[config.mk]
export PLATFORM = sky130hd
export DESIGN_NAME = dmem_arbiter
export DESIGN_NICKNAME = d
export VERILOG_FILES = /design/src/rtl/dmem_arbiter.sv
export SDC_FILE = /design/constraint.sdc
export NUM_CORES = 1
export LEC_CHECK = 0
export ABC_AREA = 1
export CAP_MARGIN = 15
export CELL_PAD_IN_SITES_DETAIL_PLACEMENT = 0
export CELL_PAD_IN_SITES_GLOBAL_PLACEMENT = 1
export CORE_ASPECT_RATIO = 0.75
export CORE_UTILIZATION = 26
export CTS_CLUSTER_SIZE = 8
export DETAILED_ROUTE_END_ITERATION = 7
export GPL_ROUTABILITY_DRIVEN = 1
export PLACE_DENSITY = 0.92
export SLEW_MARGIN = 15
export SYNTH_ARGS = -nofsm -noshare
export SYNTH_HDL_FRONTEND = slang
export SYNTH_SLANG_ARGS = --single-unit
[constraint.sdc]
create_clock -name clk -period 4.9 [get_ports clk]
set_clock_uncertainty 0.15 [all_clocks]
set_input_delay 1.47 -clock clk [delete_from_list [all_inputs] [get_ports clk]]
set_output_delay 1.47 -clock clk [all_outputs]
set_load 0.01 [all_outputs]
[src/rtl/dmem_arbiter.sv]
// Two-port data memory arbiter: IDLE/ACCESS/RESP FSM, one transaction per three cycles.
// Define DMEM_ARB_RR_EN for round-robin arbitration; otherwise port 0 has fixed priority.
module dmem_arbiter #(
    parameter int AW        = 32,
    parameter int DW        = 32,
    parameter int MEM_BYTES = 256
) (
    input  logic          clk,
    input  logic          rst,
    input  logic          p0_req,
    input  logic          p0_we,
    input  logic [AW-1:0] p0_addr,
    input  logic [DW-1:0] p0_wdata,
    output logic          p0_gnt,
    output logic          p0_rvalid,
    output logic [DW-1:0] p0_rdata,
    output logic          p0_err,
    input  logic          p1_req,
    input  logic          p1_we,
    input  logic [AW-1:0] p1_addr,
    input  logic [DW-1:0] p1_wdata,
    output logic          p1_gnt,
    output logic          p1_rvalid,
    output logic [DW-1:0] p1_rdata,
    output logic          p1_err,
    output logic          m_we,
    output logic [AW-1:0] m_addr,
    output logic [DW-1:0] m_wdata,
    input  logic [DW-1:0] m_rdata,
    output logic          busy
);

    typedef enum logic [1:0] {IDLE, ACCESS, RESP} state_t;

    state_t        state;
    logic          cmd_we;
    logic          cmd_port;
    logic          cmd_err;
    logic [AW-1:0] cmd_addr;
    logic [DW-1:0] cmd_wdata;
    logic [DW-1:0] rdata_q;
    logic          gnt0_q;
    logic          gnt1_q;
    logic          rv_q;
    logic          mwe_q;

    logic          win;
    logic          sel_we;
    logic [AW-1:0] sel_addr;
    logic [DW-1:0] sel_wdata;
    logic          sel_err;

`ifdef DMEM_ARB_RR_EN
    // last = port granted most recently; reset value 1 gives port 0 priority
    logic last;
    assign win = !p0_req ? 1'b1 : (p1_req ? ~last : 1'b0);
`else
    assign win = !p0_req;
`endif

    assign sel_we    = win ? p1_we    : p0_we;
    assign sel_addr  = win ? p1_addr  : p0_addr;
    assign sel_wdata = win ? p1_wdata : p0_wdata;
    assign sel_err   = (sel_addr[1:0] != 2'b00) ||
                       (sel_addr >= AW'(MEM_BYTES - 3));

    always_ff @(posedge clk or posedge rst) begin
        if (rst) begin
            state     <= IDLE;
            cmd_we    <= 1'b0;
            cmd_port  <= 1'b0;
            cmd_err   <= 1'b0;
            cmd_addr  <= '0;
            cmd_wdata <= '0;
            rdata_q   <= '0;
            gnt0_q    <= 1'b0;
            gnt1_q    <= 1'b0;
            rv_q      <= 1'b0;
            mwe_q     <= 1'b0;
`ifdef DMEM_ARB_RR_EN
            last      <= 1'b1;
`endif
        end else begin
            case (state)
                IDLE: begin
                    if (p0_req || p1_req) begin
                        state     <= ACCESS;
                        cmd_we    <= sel_we;
                        cmd_port  <= win;
                        cmd_err   <= sel_err;
                        cmd_addr  <= sel_addr;
                        cmd_wdata <= sel_wdata;
                        gnt0_q    <= !win;
                        gnt1_q    <= win;
                        mwe_q     <= sel_we && !sel_err;
`ifdef DMEM_ARB_RR_EN
                        last      <= win;
`endif
                    end
                end
                ACCESS: begin
                    state   <= RESP;
                    gnt0_q  <= 1'b0;
                    gnt1_q  <= 1'b0;
                    mwe_q   <= 1'b0;
                    rv_q    <= 1'b1;
                    rdata_q <= (cmd_we || cmd_err) ? '0 : m_rdata;
                end
                RESP: begin
                    state <= IDLE;
                    rv_q  <= 1'b0;
                end
                default: state <= IDLE;
            endcase
        end
    end

    assign p0_gnt    = gnt0_q;
    assign p1_gnt    = gnt1_q;
    assign p0_rvalid = rv_q && !cmd_port;
    assign p1_rvalid = rv_q && cmd_port;
    assign p0_rdata  = p0_rvalid ? rdata_q : '0;
    assign p1_rdata  = p1_rvalid ? rdata_q : '0;
    assign p0_err    = p0_rvalid && cmd_err;
    assign p1_err    = p1_rvalid && cmd_err;
    assign m_we      = mwe_q;
    assign m_addr    = cmd_addr;
    assign m_wdata   = cmd_wdata;
    assign busy      = (state != IDLE);

endmodule

==> flow_summary.toml, run 1 <==
[outcome]
status = "complete, no violations"

[critical_path]
critical_path.cell_chain = "inv_1, nand2_2, nor2_1, clkdlybuf4s50_1"
critical_path.top_delay_family = "buffers and inverters"
timing.critical_path.to_type = "output pin"
cp.arrival_ns = 2.04
timing_worst_setup_path_type = "register to output pin"
rr_worst_depth = 9
slowest_stage_cell_cp = "sky130_fd_sc_hd__clkdlybuf4s50_1"
timing.critical_path.buf_inv = 2
count_of_cell_instances_traversed_by_the_critical_path = 4
timing.critical_path.slowest_cell_delay_ns = 0.56
start_kind = "register"
worstPathMaxFanout = 34
critical_path_required_ns = 3.28

[synthesis]
syn-mean-instance-area_um2 = 7.41
mappedNetlistNets = 861
yosys.area_share.simple_pct = 27.4
xor_xnor_cell_area_share_of_the_yosys_netlist_pct = 0
muxShareOfSynthArea_pct = 0
post_synthesis_adder_cell_area_fraction_pct = 0.732
synthesis_stage_register_bit_count = 105
synth_top_family_by_area = "simple AND/OR/NAND/NOR gates"
ys_warn_count = 0
synth_compound_gate_area_share_pct = 11.4
ys_seq_area_share_pct = 51.3
synthCells = 692
mappedNetlistArea_mm2 = 0.00513
synth.distinct_cells = 16

[sta]
final_hold_viol_count = 0
slew-limit-headroom_pct = 24.1
timing.fmax_ghz = 0.273
final-max-slew-violation-count = 0
timing.final.crit_period_ns = 3.66
final.setup.tns_ns = 0
layout_worst_path_cycle_share_pct = 74.7
finalSetupViolCount = 0
tightest_slew_ns = 1.14
rsz0062_at_grt = "false"

[layout]
area_added_between_synthesis_and_finish_pct = 68.0
final_common_cell = "sky130_fd_sc_hd__clkdlybuf4s50_1"
mostFrequentLayoutCells = "sky130_fd_sc_hd__clkdlybuf4s50_1 (300), sky130_fd_sc_hd__nand2_1 (196), sky130_fd_sc_hd__nor2_1 (128), sky130_fd_sc_hd__dfrtp_1 (105), sky130_fd_sc_hd__inv_1 (71)"
multi_input_area_mm2 = 0.00204
seqCellArea_mm2 = 0.00263
fillerInstances = 1972
post-route-util_pct = 44.6
fin_nets = 1135
final_layout_size_suffix_gt1_share_pct = 2.99
num_antenna_cells = 0

[grt]
antenna_found_initial = 0
grt_use_met1_pct = 19.0
remaining_global_route_overflow = 0
top_usage_layer = "met2"
track_usage_pct = 16.3
first_global_vias = 4964
met3_usage_pct = 7.26
groute.layer.met2.usage_pct = 27.3
grt_pass1_wl_um = 25400
grt_max_degree = 101

[clock_network]
post_cts_buffers = 0
cts_max_path_buffers = 2
numCtsBuffers = 9
worst_skew_pair_later_pin_latency_ns = 0.34
ctsRootBufferMaster = "sky130_fd_sc_hd__clkbuf_16"
cts_hold_repair.buffers = 0
htree_depth = 3
cts_resized = 0
cts_tree = "yes"
clkSinkCount = 105
clk_transition_reported_paths_ns = 0.07

[min_path]
hold_critical_path_depth = 2
hp-class = "register to register"

[power]
leakage_uw = 0.00374
vdd_drop_max_mv = 0.254
powerDensity_mw_per_mm2 = 536

[place]
hpwl_after_detailed_placement_um = 12500
gp_congestion = 0.779
place.port_buffers = 301

[detailed_routing]
drt.antenna.violating_nets = 0
drt_first_pass_iters = 6
drt_wl_total_um = 16900
detailedRoute.firstIterationViolations = 266
drcViolationCount = 0
avgRoutedWirePerCell_um = 13.8
via_per_inst = 4.35
route.vias.total = 5329

[floorplan]
floorplan.die_area_mm2 = 0.0203
die_h_um = 124
floorplan.die.width_um = 164
io_pins = 302
rows = 44
coreArea_mm2 = 0.0193
initial_utilization_pct = 26.5

[run]
cap_violations = 0
## where the power goes
group	internal [µW]	total [µW]	leakage, µW	switching (µW)
clock network	401	736	0.000137	335
registers	1290	1480	0.00127	192
logic	1160	2400	0.00234	1240
total	2850	4620	0.00374	1770
## routing by layer
metal  vias to the layer above  wire length [µm]
met5                         -                 0
met4                         0               181
met3                        15              1780
met2                       202              7910
met1                      2402              7050
li1                       2710                 -
## per-stage QoR
stage | cell area, µm² | power [µW] | setup WS [ns] | hold WS, ns | cells
after floorplan | 5130 | 2640 | 0.519 | 0.293 | 692
after global placement | 8310 | 3880 | 1.28 | 0.317 | 1208
after detailed placement | 8320 | 3930 | 1.22 | 0.323 | 1208
after CTS | 8610 | 4700 | 0.811 | 0.341 | 1224
after global routing | 8610 | 4980 | 1.10 | 0.368 | 1224
final | 8610 | 4620 | 1.24 | 0.338 | 1224
## sequential cells by signal, summed over array words and instances, names as in the netlist
signal,cells
m_addr,32
m_wdata,32
rdata_q,32
state,2
cmd_err,1
cmd_port,1
cmd_we,1
m_we,1
p0_gnt,1
p1_gnt,1
rv_q,1
## worst paths after layout
kind,endpoint,from,slack [ns]
max,p0_err,cmd_port,1.24
min,m_addr[20],m_addr[20],0.34
max reg2reg,m_we,state[0],2.57
min reg2reg,m_addr[20],m_addr[20],0.34
max in group asynchronous,m_wdata[29],rst,2.36
min in group asynchronous,m_wdata[26],rst,1.39
## synth_stat cells, drive strengths merged
cell | count | area (µm²)
clkbuf | 19 | 71.3
nand3 | 34 | 170
ha | 3 | 37.5
dfrtp | 105 | 2630
a31oi | 49 | 307
o31ai | 1 | 7.51
inv | 74 | 278
a21oi | 3 | 15.0
o21ai | 51 | 255
buf | 25 | 124
nand2 | 198 | 743
nor2 | 130 | 490
## cells by family after synthesis
| group | after synthesis |
|---|---|
| AO/OA/AOI/OAI | 104 |
| adder cells (fa/ha/maj) | 3 |
| buffers and inverters | 118 |
| flip-flops | 105 |
| AND/OR/NAND/NOR | 362 |
## final cells by class
cell class / count / share of cell area (%)
timing repair buffer: 307 / 35.4
sequential: 105 / 30.5
multi-input combinational: 469 / 23.7
tap: 253 / 3.68
inverter: 74 / 3.25
clock buffer: 11 / 2.70
clock inverter: 5 / 0.726
## worst min-delay path: stages, from the launching register on
cell and delay [ns]:
sky130_fd_sc_hd__dfrtp_1 0.34, sky130_fd_sc_hd__nand2_1 0.05, sky130_fd_sc_hd__o21ai_0 0.06
Power figures use the tool's default switching activity.
==> run 2, diff against run 1 <==
==> constraint.sdc (replaced) <==
create_clock -name clk -period 3.44 [get_ports clk]
set_clock_uncertainty 0.15 [all_clocks]
set_input_delay 1.032 -clock clk [delete_from_list [all_inputs] [get_ports clk]]
set_output_delay 1.032 -clock clk [all_outputs]
set_load 0.01 [all_outputs]
==> run 2 against run 1 <==
Against the previous run:
- combinational power grew 43%
- critical path type unchanged
- highest routed layer unchanged
- total power grew 44%
- critical path depth unchanged
- clock power is 49% higher
- register-to-register slack worse by 1.1 ns
- global-route usage grew 0.31 points
- cell count grew 0.41%
- first-iteration DRC count is 2.6% higher
- sequential share of layout area shrank 0.26 points
- non-clock buffer count is 4 higher
- via count rose by 1.0%
==> flow_summary.toml, run 2 (synthesized netlist as in run 1, its figures left out) <==
[grt]
track_usage_pct = 16.6
remaining_global_route_overflow = 0
grt_max_degree = 106
first_global_vias = 5066
grt_pass1_wl_um = 25800
antenna_found_initial = 1

[sta]
layout_setup_ws_ns = 0.436
slew-limit-headroom_pct = 40.6
timing.final.crit_period_ns = 3.00
tightest_slew_ns = 0.891
timing.fmax_ghz = 0.333
final_hold_viol_count = 0
final-max-slew-violation-count = 0
rsz0062_at_grt = "false"
layout_worst_path_cycle_share_pct = 87.3
final.setup.tns_ns = 0
finalSetupViolCount = 0

[place]
place.port_buffers = 301
gp_congestion = 0.775
pre_cts_ws_ns = 0.541
hpwl_after_detailed_placement_um = 12700

[min_path]
hold_start = "m_addr[23]"
hp-class = "register to register"

[clock_network]
worst_skew_pair_later_pin_latency_ns = 0.35
numCtsBuffers = 9
cts_hold_repair.buffers = 0
ctsRootBufferMaster = "sky130_fd_sc_hd__clkbuf_16"
cts_resized = 0
post_cts_buffers = 0
cts_max_path_buffers = 2
clkSinkCount = 105
htree_depth = 3
clk_transition_reported_paths_ns = 0.07
cts_tree = "yes"

[floorplan]
rows = 44
initial_utilization_pct = 26.5
die_h_um = 124
coreArea_mm2 = 0.0193
floorplan.die.width_um = 164
io_pins = 302
floorplan.die_area_mm2 = 0.0203

[detailed_routing]
route.vias.total = 5384
drt.antenna.violating_nets = 0
drt_first_pass_iters = 6
avgRoutedWirePerCell_um = 13.8
via_per_inst = 4.38
detailedRoute.firstIterationViolations = 273
drt_wl_total_um = 17000
drcViolationCount = 0

[critical_path]
timing.critical_path.to_type = "output pin"
setup.reg_to_reg.worst_slack_ns = 1.44
timing_worst_setup_path_type = "register to output pin"
slowest_stage_cell_cp = "sky130_fd_sc_hd__clkdlybuf4s50_1"
start_kind = "register"
cp.arrival_ns = 1.82
timing.critical_path.slowest_cell_delay_ns = 0.61
cp_common_cell = "sky130_fd_sc_hd__inv_1"
timing.critical_path.buf_inv = 3
critical_r2r_launch = "state[1]"
critical_path_required_ns = 2.26
critical_path.cell_chain = "inv_1, ha_1, inv_1, clkdlybuf4s50_1"
setup.worst_path.start = "state[0]"
worstPathMaxFanout = 5
critical_path.top_delay_family = "buffers and inverters"

[layout]
area_added_between_synthesis_and_finish_pct = 69.5
final_layout_size_suffix_gt1_share_pct = 3.38
mostFrequentLayoutCells = "sky130_fd_sc_hd__clkdlybuf4s50_1 (300), sky130_fd_sc_hd__nand2_1 (198), sky130_fd_sc_hd__nor2_1 (128), sky130_fd_sc_hd__dfrtp_1 (105), sky130_fd_sc_hd__inv_1 (71)"
fin_nets = 1139
fillerInstances = 1940
final_common_cell = "sky130_fd_sc_hd__clkdlybuf4s50_1"

[power]
powerDensity_mw_per_mm2 = 765
power.total_uw = 6640
vdd_drop_max_mv = 0.391
leakage_uw = 0.00378

[run]
cap_violations = 0

[outcome]
status = "complete, no violations"
run 2: changes by cell type in the layout (fill, tap and decap cells not counted), sizes merged:
| cell | previous run | this run |
|---|---|---|
| clkinv | 0 | 1 |
| diode | 0 | 1 |
| inv | 76 | 74 |
| clkinvlp | 2 | 3 |
| buf | 7 | 11 |
run 2: final cells by class:
| type | count | area [µm²] | area share, % |
|---|---|---|---|
| repair buffers | 311 | 3110 | 35.8 |
| flip-flops and latches | 105 | 2630 | 30.2 |
| multi-input cells | 469 | 2040 | 23.4 |
| well taps | 253 | 317 | 3.64 |
| inverters | 74 | 282 | 3.24 |
| clock buffers | 11 | 253 | 2.91 |
| clock inverters | 5 | 62.6 | 0.720 |
| diodes | 1 | 2.50 | 0.0288 |
run 2: final timing paths:
check / end / cells after the start
setup reg to reg: rdata_q[24] / 5
setup / recovery: busy / 4
hold / removal: m_addr[23] / 2
min in group asynchronous: rdata_q[25] / 3
hold reg to reg: m_addr[23] / 2
max in group asynchronous: m_wdata[12] / 3
run 2: where the power goes:
group	internal, µW	total [µW]	switching [µW]
Clock	609	1100	487
Sequential	1840	2120	280
Combinational	1680	3420	1740
Total	4130	6640	2510
run 2: tightest hold or removal path, stage by stage, from the launching register on:
cell and delay [ns]:
sky130_fd_sc_hd__dfrtp_1 0.35, sky130_fd_sc_hd__nand2_1 0.05, sky130_fd_sc_hd__o21ai_0 0.06
run 2: metrics by stage:
stage,instances,hold WS [ns],util (%),instance area [µm²]
after floorplan,692,0.293,-,5130
after global placement,1212,0.317,43.3,8370
after detailed placement,1212,0.323,43.3,8370
after CTS,1228,0.341,44.9,8680
after global routing,1229,0.362,45.0,8690
final,1229,0.336,45.0,8690
run 2: layer usage:
layer / track usage [%] / routed length (µm) / vias to the layer above
li1: - / - / 2715
met4: 5.84 / 388 / 0
met5: 0 / 0 / -
met3: 6.39 / 1670 / 18
met2: 28.2 / 8060 / 203
met1: 19.1 / 6880 / 2448
==> run 3, diff against run 2 <==
--- a/config.mk
+++ b/config.mk
@@ -13,7 +13,6 @@
 export CORE_UTILIZATION = 26
 export CTS_CLUSTER_SIZE = 8
 export DETAILED_ROUTE_END_ITERATION = 7
-export GPL_ROUTABILITY_DRIVEN = 1
 export PLACE_DENSITY = 0.92
 export SLEW_MARGIN = 15
 export SYNTH_ARGS = -nofsm -noshare
==> results of run 3 <==
Same layout as run 2: the final DEF is identical, and so are final timing and power.
